`config.mk`:
```
export PLATFORM = sky130hd
export DESIGN_NAME = n_clic_stack
export DESIGN_NICKNAME = d
export VERILOG_FILES = /design/src/rtl/config_pkg.sv /design/src/rtl/n_clic_stack.sv
export SDC_FILE = /design/constraint.sdc
export NUM_CORES = 1
export LEC_CHECK = 0
export CORE_UTILIZATION = 55
export CTS_CLUSTER_DIAMETER = 80
export CTS_CLUSTER_SIZE = 14
export DETAILED_ROUTE_END_ITERATION = 16
export PLACE_DENSITY_LB_ADDON = 0.1
export REMOVE_ABC_BUFFERS = 1
export SETUP_SLACK_MARGIN = 0.2
export SYNTH_ARGS = -nofsm -noshare
export SYNTH_HDL_FRONTEND = slang
export SYNTH_SLANG_ARGS = --single-unit
```
`constraint.sdc`:
```
create_clock -name clk -period 4.36 [get_ports clk]
set_input_delay 0.872 -clock clk [delete_from_list [all_inputs] [get_ports clk]]
set_output_delay 0.872 -clock clk [all_outputs]
set_load 0.05 [all_outputs]
```
`src/rtl/config_pkg.sv`:
```
// Shared configuration for the n_clic interrupt path: widths, nesting depth,
// the ISR return sentinel and the saved-context entry layout.
package config_pkg;

  localparam int PrioWidth = 3;
  localparam int NestDepth = 8;
  localparam int PcWidth   = 32;

  // jalr target that the decoder recognises as "return from ISR" (raises pop)
  localparam logic [PcWidth-1:0] RetSentinel = 32'hFFFF_FFFE;

  // One saved context: interrupted return PC and the threshold to restore
  typedef struct packed {
    logic [PcWidth-1:0]   pc;
    logic [PrioWidth-1:0] prev_thresh;
  } stack_entry_t;

  // Width of a counter able to hold 0..depth inclusive
  function automatic int level_width(input int depth);
    return $clog2(depth + 1);
  endfunction

endpackage

```
`src/rtl/n_clic_stack.sv`:
```
// Interrupt nesting stack: saves {return PC, previous threshold} on interrupt
// entry, restores the threshold on ISR return, and reports the nesting level
// used to select the register-file bank.
module n_clic_stack
  import config_pkg::*;
#(
  parameter int PrioWidth = config_pkg::PrioWidth,
  parameter int Depth     = NestDepth,
  parameter int PcWidth   = config_pkg::PcWidth
) (
  input  logic                               clk,
  input  logic                               reset,
  input  logic                               push,
  input  logic [PcWidth-1:0]                 push_pc,
  input  logic [PrioWidth-1:0]               push_prio,
  input  logic                               pop,
  output logic [PcWidth-1:0]                 ret_pc,
  output logic [PrioWidth-1:0]               thresh_out,
  output logic [level_width(Depth)-1:0]      level_out,
  output logic                               full,
  output logic                               empty,
  output logic                               overflow,
  output logic                               underflow
);

  localparam int LevelWidth = level_width(Depth);
  localparam int IdxWidth   = (Depth > 1) ? $clog2(Depth) : 1;

  // Entry layout sized by this instance's parameters
  typedef struct packed {
    logic [PcWidth-1:0]   pc;
    logic [PrioWidth-1:0] prev_thresh;
  } entry_t;

  entry_t                  entry_r [Depth];
  logic [LevelWidth-1:0]   level_r;
  logic [PrioWidth-1:0]    thresh_r;
  logic                    overflow_r;
  logic                    underflow_r;

  logic [LevelWidth-1:0]   level_nxt_s;
  logic [PrioWidth-1:0]    thresh_nxt_s;
  logic                    wr_en_s;
  logic                    ovf_set_s;
  logic                    unf_set_s;
  logic [IdxWidth-1:0]     wr_idx_s;
  logic [IdxWidth-1:0]     top_idx_s;
  logic                    full_s;
  logic                    empty_s;

  assign full_s    = (level_r == LevelWidth'(Depth));
  assign empty_s   = (level_r == {LevelWidth{1'b0}});
  assign wr_idx_s  = IdxWidth'(level_r);
  assign top_idx_s = IdxWidth'(level_r - LevelWidth'(1));

  // Next-state decode for push, pop, tail-chain and the full/empty guards
  always_comb begin
    level_nxt_s  = level_r;
    thresh_nxt_s = thresh_r;
    wr_en_s      = 1'b0;
    ovf_set_s    = 1'b0;
    unf_set_s    = 1'b0;
    case ({push, pop})
      2'b10: begin
        if (full_s) begin
          ovf_set_s = 1'b1;
        end else begin
          wr_en_s      = 1'b1;
          thresh_nxt_s = push_prio;
          level_nxt_s  = level_r + LevelWidth'(1);
        end
      end
      2'b01: begin
        if (empty_s) begin
          unf_set_s = 1'b1;
        end else begin
          thresh_nxt_s = entry_r[top_idx_s].prev_thresh;
          level_nxt_s  = level_r - LevelWidth'(1);
        end
      end
      2'b11: begin
        // Tail-chain keeps the saved context; from empty it is a plain push
        if (empty_s) begin
          wr_en_s      = 1'b1;
          thresh_nxt_s = push_prio;
          level_nxt_s  = level_r + LevelWidth'(1);
        end else begin
          thresh_nxt_s = push_prio;
        end
      end
      default: begin
        level_nxt_s  = level_r;
        thresh_nxt_s = thresh_r;
      end
    endcase
  end

  // Level, threshold and sticky error flags
  always_ff @(posedge clk) begin
    if (reset) begin
      level_r     <= {LevelWidth{1'b0}};
      thresh_r    <= {PrioWidth{1'b0}};
      overflow_r  <= 1'b0;
      underflow_r <= 1'b0;
    end else begin
      level_r     <= level_nxt_s;
      thresh_r    <= thresh_nxt_s;
      overflow_r  <= overflow_r | ovf_set_s;
      underflow_r <= underflow_r | unf_set_s;
    end
  end

  // Saved-context storage; reset clears every entry so stale PCs never leak
  always_ff @(posedge clk) begin
    if (reset) begin
      for (int i = 0; i < Depth; i++) begin
        entry_r[i] <= '0;
      end
    end else if (wr_en_s) begin
      entry_r[wr_idx_s] <= '{pc: push_pc, prev_thresh: thresh_r};
    end
  end

  // Top-of-stack PC, available in the same cycle the core asserts pop
  always_comb begin
    if (empty_s) begin
      ret_pc = {PcWidth{1'b0}};
    end else begin
      ret_pc = entry_r[top_idx_s].pc;
    end
  end

  assign thresh_out = thresh_r;
  assign level_out  = level_r;
  assign full       = full_s;
  assign empty      = empty_s;
  assign overflow   = overflow_r;
  assign underflow  = underflow_r;

endmodule
```
==> flow_metrics.tcl, run 1 <==
set metrics [dict create \
    worstPathArrival_ns 3.07 \
    switching_share 0.360 \
    yosysMostFrequentCell "edfxtp_1" \
    whs_path_depth 2 \
    grt_max_degree 71 \
    nets 983 \
    htree_levels 1 \
    min_path_type "flop to flop" \
    pwr_density_cell_nw_per_um2 632 \
    multiInputGateArea_um2 4280 \
    p_switching_mw 3.50 \
    min_from "overflow" \
    p_leak_nw 5.53 \
    setup_viol 0 \
    skew_ns 0.00582 \
    worstSetupEndpointType "primary output" \
    fillCellCount 1670 \
    num_rows 56 \
    place_congestion 0.752 \
    cts_tree "done" \
    dieArea_um2 24400 \
    syn_area_um2 13100 \
    drive_above_1_share 0.191 \
    regArea_um2 8590 \
    die_h_um 156 \
    cp-start-kind "flop" \
    start_util 0.560 \
    ys_top_cells_by_count "edfxtp_1, and2_1, mux4_2, nand2_1, clkbuf_1" \
    dp_cells 1234 \
    cp.required_ns 3.49 \
    grt_pass1_vias 7637 \
    totalPowerFinal_mw 9.72 \
    power_frac_seq 0.348 \
    relSlewSlack 0.425 \
    seq_area_frac_synth 0.655 \
    hold_ws_ns 0.479 \
    worst-path-max-fanout 70 \
    synth-seq-cells 289 \
    via_per_inst 5.81 \
    cts_buffers 24 \
    reg2reg_slack_ns 1.56 \
    syn_area_per_cell_um2 15.1 \
    antenna_found_initial 0 \
    tightest_slew_ns 0.863 \
    synth_top_area_cell "edfxtp_1" \
    path_clk_slew_ns 0.07 \
    cts_resized 0 \
    ios 82 \
    cts_sinks 289 \
    die_w_um 156 \
    period_share 0.905 \
    syn_inst 866 \
    synth_area_leaders "edfxtp_1, and2_1, mux4_2, nand2_1, dfxtp_1" \
    clockPowerShare 0.207 \
    synth-edff-count 280 \
    vias 7368 \
    io_buffers 81 \
    fin_cells 1269 \
    grt_use_total 0.253 \
    wl_per_cell_um 23.3 \
    drc 0 \
    ctsRootBufferMaster "clkbuf_16" \
    yosysWarnings 0 \
    ff2ff_path_depth 7 \
    first_pass_iters 5 \
    areaGrowthSynthToFinish_pct 17.3 \
    cts_max_path_buffers 3 \
    intPower_mw 6.22 \
    outcome "finished clean" \
    post-cts-setup-buffers 0 \
    rsz0062_at_grt "no" \
    core_um2 23400 \
    antenna_left 0 \
    synth_top_area_frac 0.642 \
    synth_ff_type "edfxtp_1" \
    grt_pass1_wl_um 45000 \
    crit_type "flop to primary output" \
    wirelength_um 29500 \
    r2r-start "level_out[1]" \
    r2r_end "entry_r[2][3]" \
    combPwrFrac 0.445 \
    max_clock_freq_mhz 254 \
    post-dp-hpwl_um 16200 \
    drt-initial-drc-count 586 \
    cts_hold_buf 0 \
    drv_slew 0 \
    min_period_ns 3.94 \
    gr-total-overflow 0 \
    worstSkewPairLatency_ns 0.52 \
    ys_async_sr_fraction 0 \
    ir_drop_uv 699 \
    maxCapViolations 0 \
    whs_endpoint "overflow" \
    hold_violations 0 \
    n_antenna_cell 0 \
    synth.distinct_cells 41 \
]
==> power by group through the flow <==
stage / Combinational [mW] / Clock [mW] / Sequential (mW)
final: 4.32 / 2.02 / 3.38
after global routing: 4.54 / 2.14 / 3.41
after CTS: 4.37 / 2.04 / 3.38
after detailed placement: 4.35 / 0 / 3.44
after global placement: 4.33 / 0 / 3.43
after floorplan: 2.44 / 0 / 3.58
==> flip-flops by register name, indices dropped and copies added, names as in the netlist <==
signal and cells:
overflow 1, thresh_out 3, underflow 1, level_out 4, entry_r 280
==> cells by family (layout without fill, tap and decap cells) <==
logic type                 count (synthesis)  count (layout)  synth area share
and+or+nand+nor                          389             389             0.172
DFF                                      289             289             0.655
muxes                                     71              71             0.121
buffers and inverters                     61             145            0.0204
AOI/OAI and AO/OA                         47              47            0.0227
xor gates and xnor gates                   6               6           0.00544
adders and majority gates                  3               3           0.00286
==> metrics by stage <==
stage | utilization | instance area [µm²] | TNS (ns) | worst slack, ns
6_report | 0.657 | 15400 | 0 | 0.416
5_1_grt | 0.657 | 15400 | 0 | 0.277
2_1_floorplan | - | 12900 | -763.54 | -3.50
4_1_cts | 0.657 | 15400 | 0 | 0.430
3_5_place_dp | 0.628 | 14700 | 0 | 0.958
3_3_place_gp | 0.628 | 14700 | 0 | 1.03
==> critical path, stage by stage (launching register included) <==
cell and delay, ns:
dfxtp_1 0.59, inv_1 0.18, ha_2 0.41, buf_12 0.37
mux4_2 0.28, nand2_1 0.05, a21oi_1 0.39, buf_12 0.20
==> worst max-delay path by stage <==
stage,start,endpoint,slack [ns],depth (start not counted)
3_5_place_dp,push,entry_r[4][17],0.96,5
5_1_grt,level_out[1],ret_pc[24],0.28,7
3_3_place_gp,reset,entry_r[4][17],1.03,5
2_1_floorplan,level_out[0],ret_pc[0],-3.50,5
6_report,level_out[1],ret_pc[24],0.42,7
4_1_cts,level_out[1],ret_pc[24],0.43,7
==> layout by cell type (no fill, tap or decap), types with 6 or more instances in the layout <==
| master | netlist | layout |
|---|---|---|
| buf_12 | 0 | 39 |
| buf_4 | 6 | 19 |
| edfxtp_1 | 280 | 280 |
| mux4_2 | 70 | 70 |
| dfxtp_1 | 9 | 8 |
| nor3_1 | 8 | 8 |
| nor2_1 | 9 | 7 |
| clkbuf_1 | 43 | 9 |
| and2_1 | 273 | 273 |
| clkbuf_16 | 0 | 25 |
| or2_2 | 9 | 9 |
| nor2_2 | 4 | 6 |
| clkdlybuf4s50_1 | 0 | 48 |
| nand2_1 | 70 | 70 |
| a21oi_1 | 35 | 35 |
==> per-layer routing <==
layer,part of all wire,track usage,up-vias
met1,0.42,0.345,3798
met2,0.51,0.435,242
met5,0,0,-
met4,0.017,0.0640,0
li1,-,-,3292
met3,0.056,0.0294,36
==> final cells by class <==
class,instances,area share
clock buffers,34,0.0429
well taps,319,0.0260
clock inverters,1,0.00195
multi-input cells,516,0.278
repair buffers,106,0.0913
flip-flops and latches,289,0.559
inverters,4,0.000976
Power figures use the tool's default switching activity.
==> inputs of run 2 (changes only) <==
--- a/config.mk
+++ b/config.mk
@@ -5,10 +5,12 @@
 export SDC_FILE = /design/constraint.sdc
 export NUM_CORES = 1
 export LEC_CHECK = 0
-export CORE_UTILIZATION = 55
+export CORE_MARGIN = 5
+export CORE_UTILIZATION = 54
 export CTS_CLUSTER_DIAMETER = 80
 export CTS_CLUSTER_SIZE = 14
 export DETAILED_ROUTE_END_ITERATION = 16
+export MAX_ROUTING_LAYER = met4
 export PLACE_DENSITY_LB_ADDON = 0.1
 export REMOVE_ABC_BUFFERS = 1
 export SETUP_SLACK_MARGIN = 0.2
==> constraint.sdc (replaced) <==
create_clock -name clk -period 3.4 [get_ports clk]
set_input_delay 0.68 -clock clk [delete_from_list [all_inputs] [get_ports clk]]
set_output_delay 0.68 -clock clk [all_outputs]
set_load 0.05 [all_outputs]
==> flow_metrics.tcl, run 2 (same netlist as run 1, synthesis figures left out) <==
set metrics [dict create \
    worst-path-max-fanout 21 \
    rsz0062_at_grt "yes" \
    crit_type "flop to primary output" \
    mostFrequentLayoutCells "edfxtp_1, and2_1, mux4_2, nand2_1, clkdlybuf4s50_1" \
    slowest_stage "ha_2" \
    maxCapViolations 0 \
    io_buffers 81 \
    pwr_density_cell_nw_per_um2 813 \
    htree_levels 1 \
    p_leak_nw 5.55 \
    num_rows 57 \
    cp-start-kind "flop" \
    nets 986 \
    mostFrequentLayoutCell "edfxtp_1" \
    vias 7289 \
    grt_pass1_wl_um 45200 \
    grt_use_total 0.215 \
    min_from "overflow" \
    drive_above_1_share 0.206 \
    wl_per_cell_um 22.5 \
    largest_reg_flops 280 \
    wirelength_um 28700 \
    r2r-start "level_out[2]" \
    dieArea_um2 27500 \
    gr-total-overflow 0 \
    ctsRootBufferMaster "clkbuf_16" \
    top_register "entry_r" \
    relSlewSlack 0.266 \
    pre_cts_ws_ns 0.228 \
    period_share 0.923 \
    place_congestion 0.832 \
    setup_ws_ns 0.263 \
    min_path_type "flop to flop" \
    cts_tree "done" \
    die_h_um 166 \
    worstSetupEndpointType "primary output" \
    slowest_delay_ns 0.48 \
    drt-initial-drc-count 590 \
    antenna_left 0 \
    ff2ff_path_depth 3 \
    r2r_end "entry_r[4][16]" \
    hold_ws_ns 0.479 \
    hold_violations 0 \
    utilization 0.642 \
    path_clk_slew_ns 0.07 \
    ios 82 \
    skew_ns 0.00865 \
    grt_max_degree 79 \
    post-dp-hpwl_um 16300 \
    drc 0 \
    cts_hold_buf 0 \
    setup_viol 0 \
    whs_endpoint "overflow" \
    worstPathArrival_ns 2.46 \
    design_area_um2 15500 \
    via_per_inst 5.71 \
    grt_pass1_vias 7946 \
    min_period_ns 3.14 \
    max_clock_freq_mhz 319 \
    die_w_um 166 \
    cts_sinks 289 \
    start_util 0.544 \
    cts_max_path_buffers 3 \
    tightest_slew_ns 1.10 \
    antenna_found_initial 0 \
    cp.required_ns 2.72 \
    place_area_um2 14700 \
    core_um2 24100 \
    n_antenna_cell 0 \
    whs_path_depth 2 \
    outcome "finished clean" \
    worstSkewPairLatency_ns 0.51 \
    ir_drop_uv 1190 \
    reg2reg_slack_ns 0.89 \
    areaGrowthSynthToFinish_pct 18.1 \
    cp_common_cell "buf_12" \
    first_pass_iters 5 \
    drv_slew 0 \
    path_cells "inv_1, ha_2, buf_12, mux4_2, nand2_1, a21oi_1, buf_12" \
    cts_buffers 24 \
]
run 2: cell count changes in the layout (fill, tap and decap cells not counted):
cell / change
buf_4: -1
a21oi_2: +12
clkinvlp_4: +1
buf_8: +1
bufinv_16: -1
clkbuf_16: +1
buf_12: +2
a21oi_1: -12
run 2: final cells by class:
| cell class | count | area, µm² |
|---|---|---|
| Tap cell | 324 | 405 |
| Sequential cell | 289 | 8590 |
| Clock inverter | 1 | 7.51 |
| Timing Repair Buffer | 109 | 1480 |
| Multi-Input combinational cell | 516 | 4320 |
| Inverter | 4 | 15.0 |
| Clock buffer | 34 | 659 |
| Fill cell | 1826 | 8630 |
run 2: metrics by stage:
step | setup TNS (ns) | power [mW] | instances
after floorplan | -1335.74 | 7.73 | 809
after global placement | 0 | 10.0 | 1241
after detailed placement | 0 | 10.0 | 1241
after CTS | 0 | 12.6 | 1276
after global routing | 0 | 13.1 | 1277
final | 0 | 12.6 | 1277
run 2: how the worst max path moves through the flow:
stage / from / to / depth (start not counted)
2_1_floorplan: level_out[0] / ret_pc[0] / 5
3_3_place_gp: pop / entry_r[4][16] / 4
3_5_place_dp: pop / entry_r[4][16] / 4
4_1_cts: level_out[0] / ret_pc[14] / 7
5_1_grt: level_out[0] / ret_pc[14] / 5
6_report: level_out[0] / ret_pc[26] / 7
run 2: power by group:
part / switching, mW / internal (mW)
sequential: 0.100 / 4.21
combinational: 3.27 / 2.50
clock: 1.16 / 1.33
run 2: what timing repair did:
item | in CTS | in global routing
endpoints found under the setup margin | 26 | 17
gates resized for setup | 4 | 10
cloned | 0 | 1
buffers inserted | 0 | 0
run 2: worst max-delay path, delay by kind of cell (launching register included):
family / cells / cell delay [ns]
buf+inv: 3 / 0.50
fa+ha+maj: 1 / 0.48
flops: 1 / 0.36
compound gates: 1 / 0.30
mux: 1 / 0.22
simple gates: 1 / 0.07
run 2: metal layers:
layer,global-route usage,vias to the layer above,wire length [µm]
met5,-,-,0
met4,0.0362,0,240
met3,0.0248,19,1640
met2,0.365,218,14700
met1,0.289,3746,12100
li1,-,3306,-
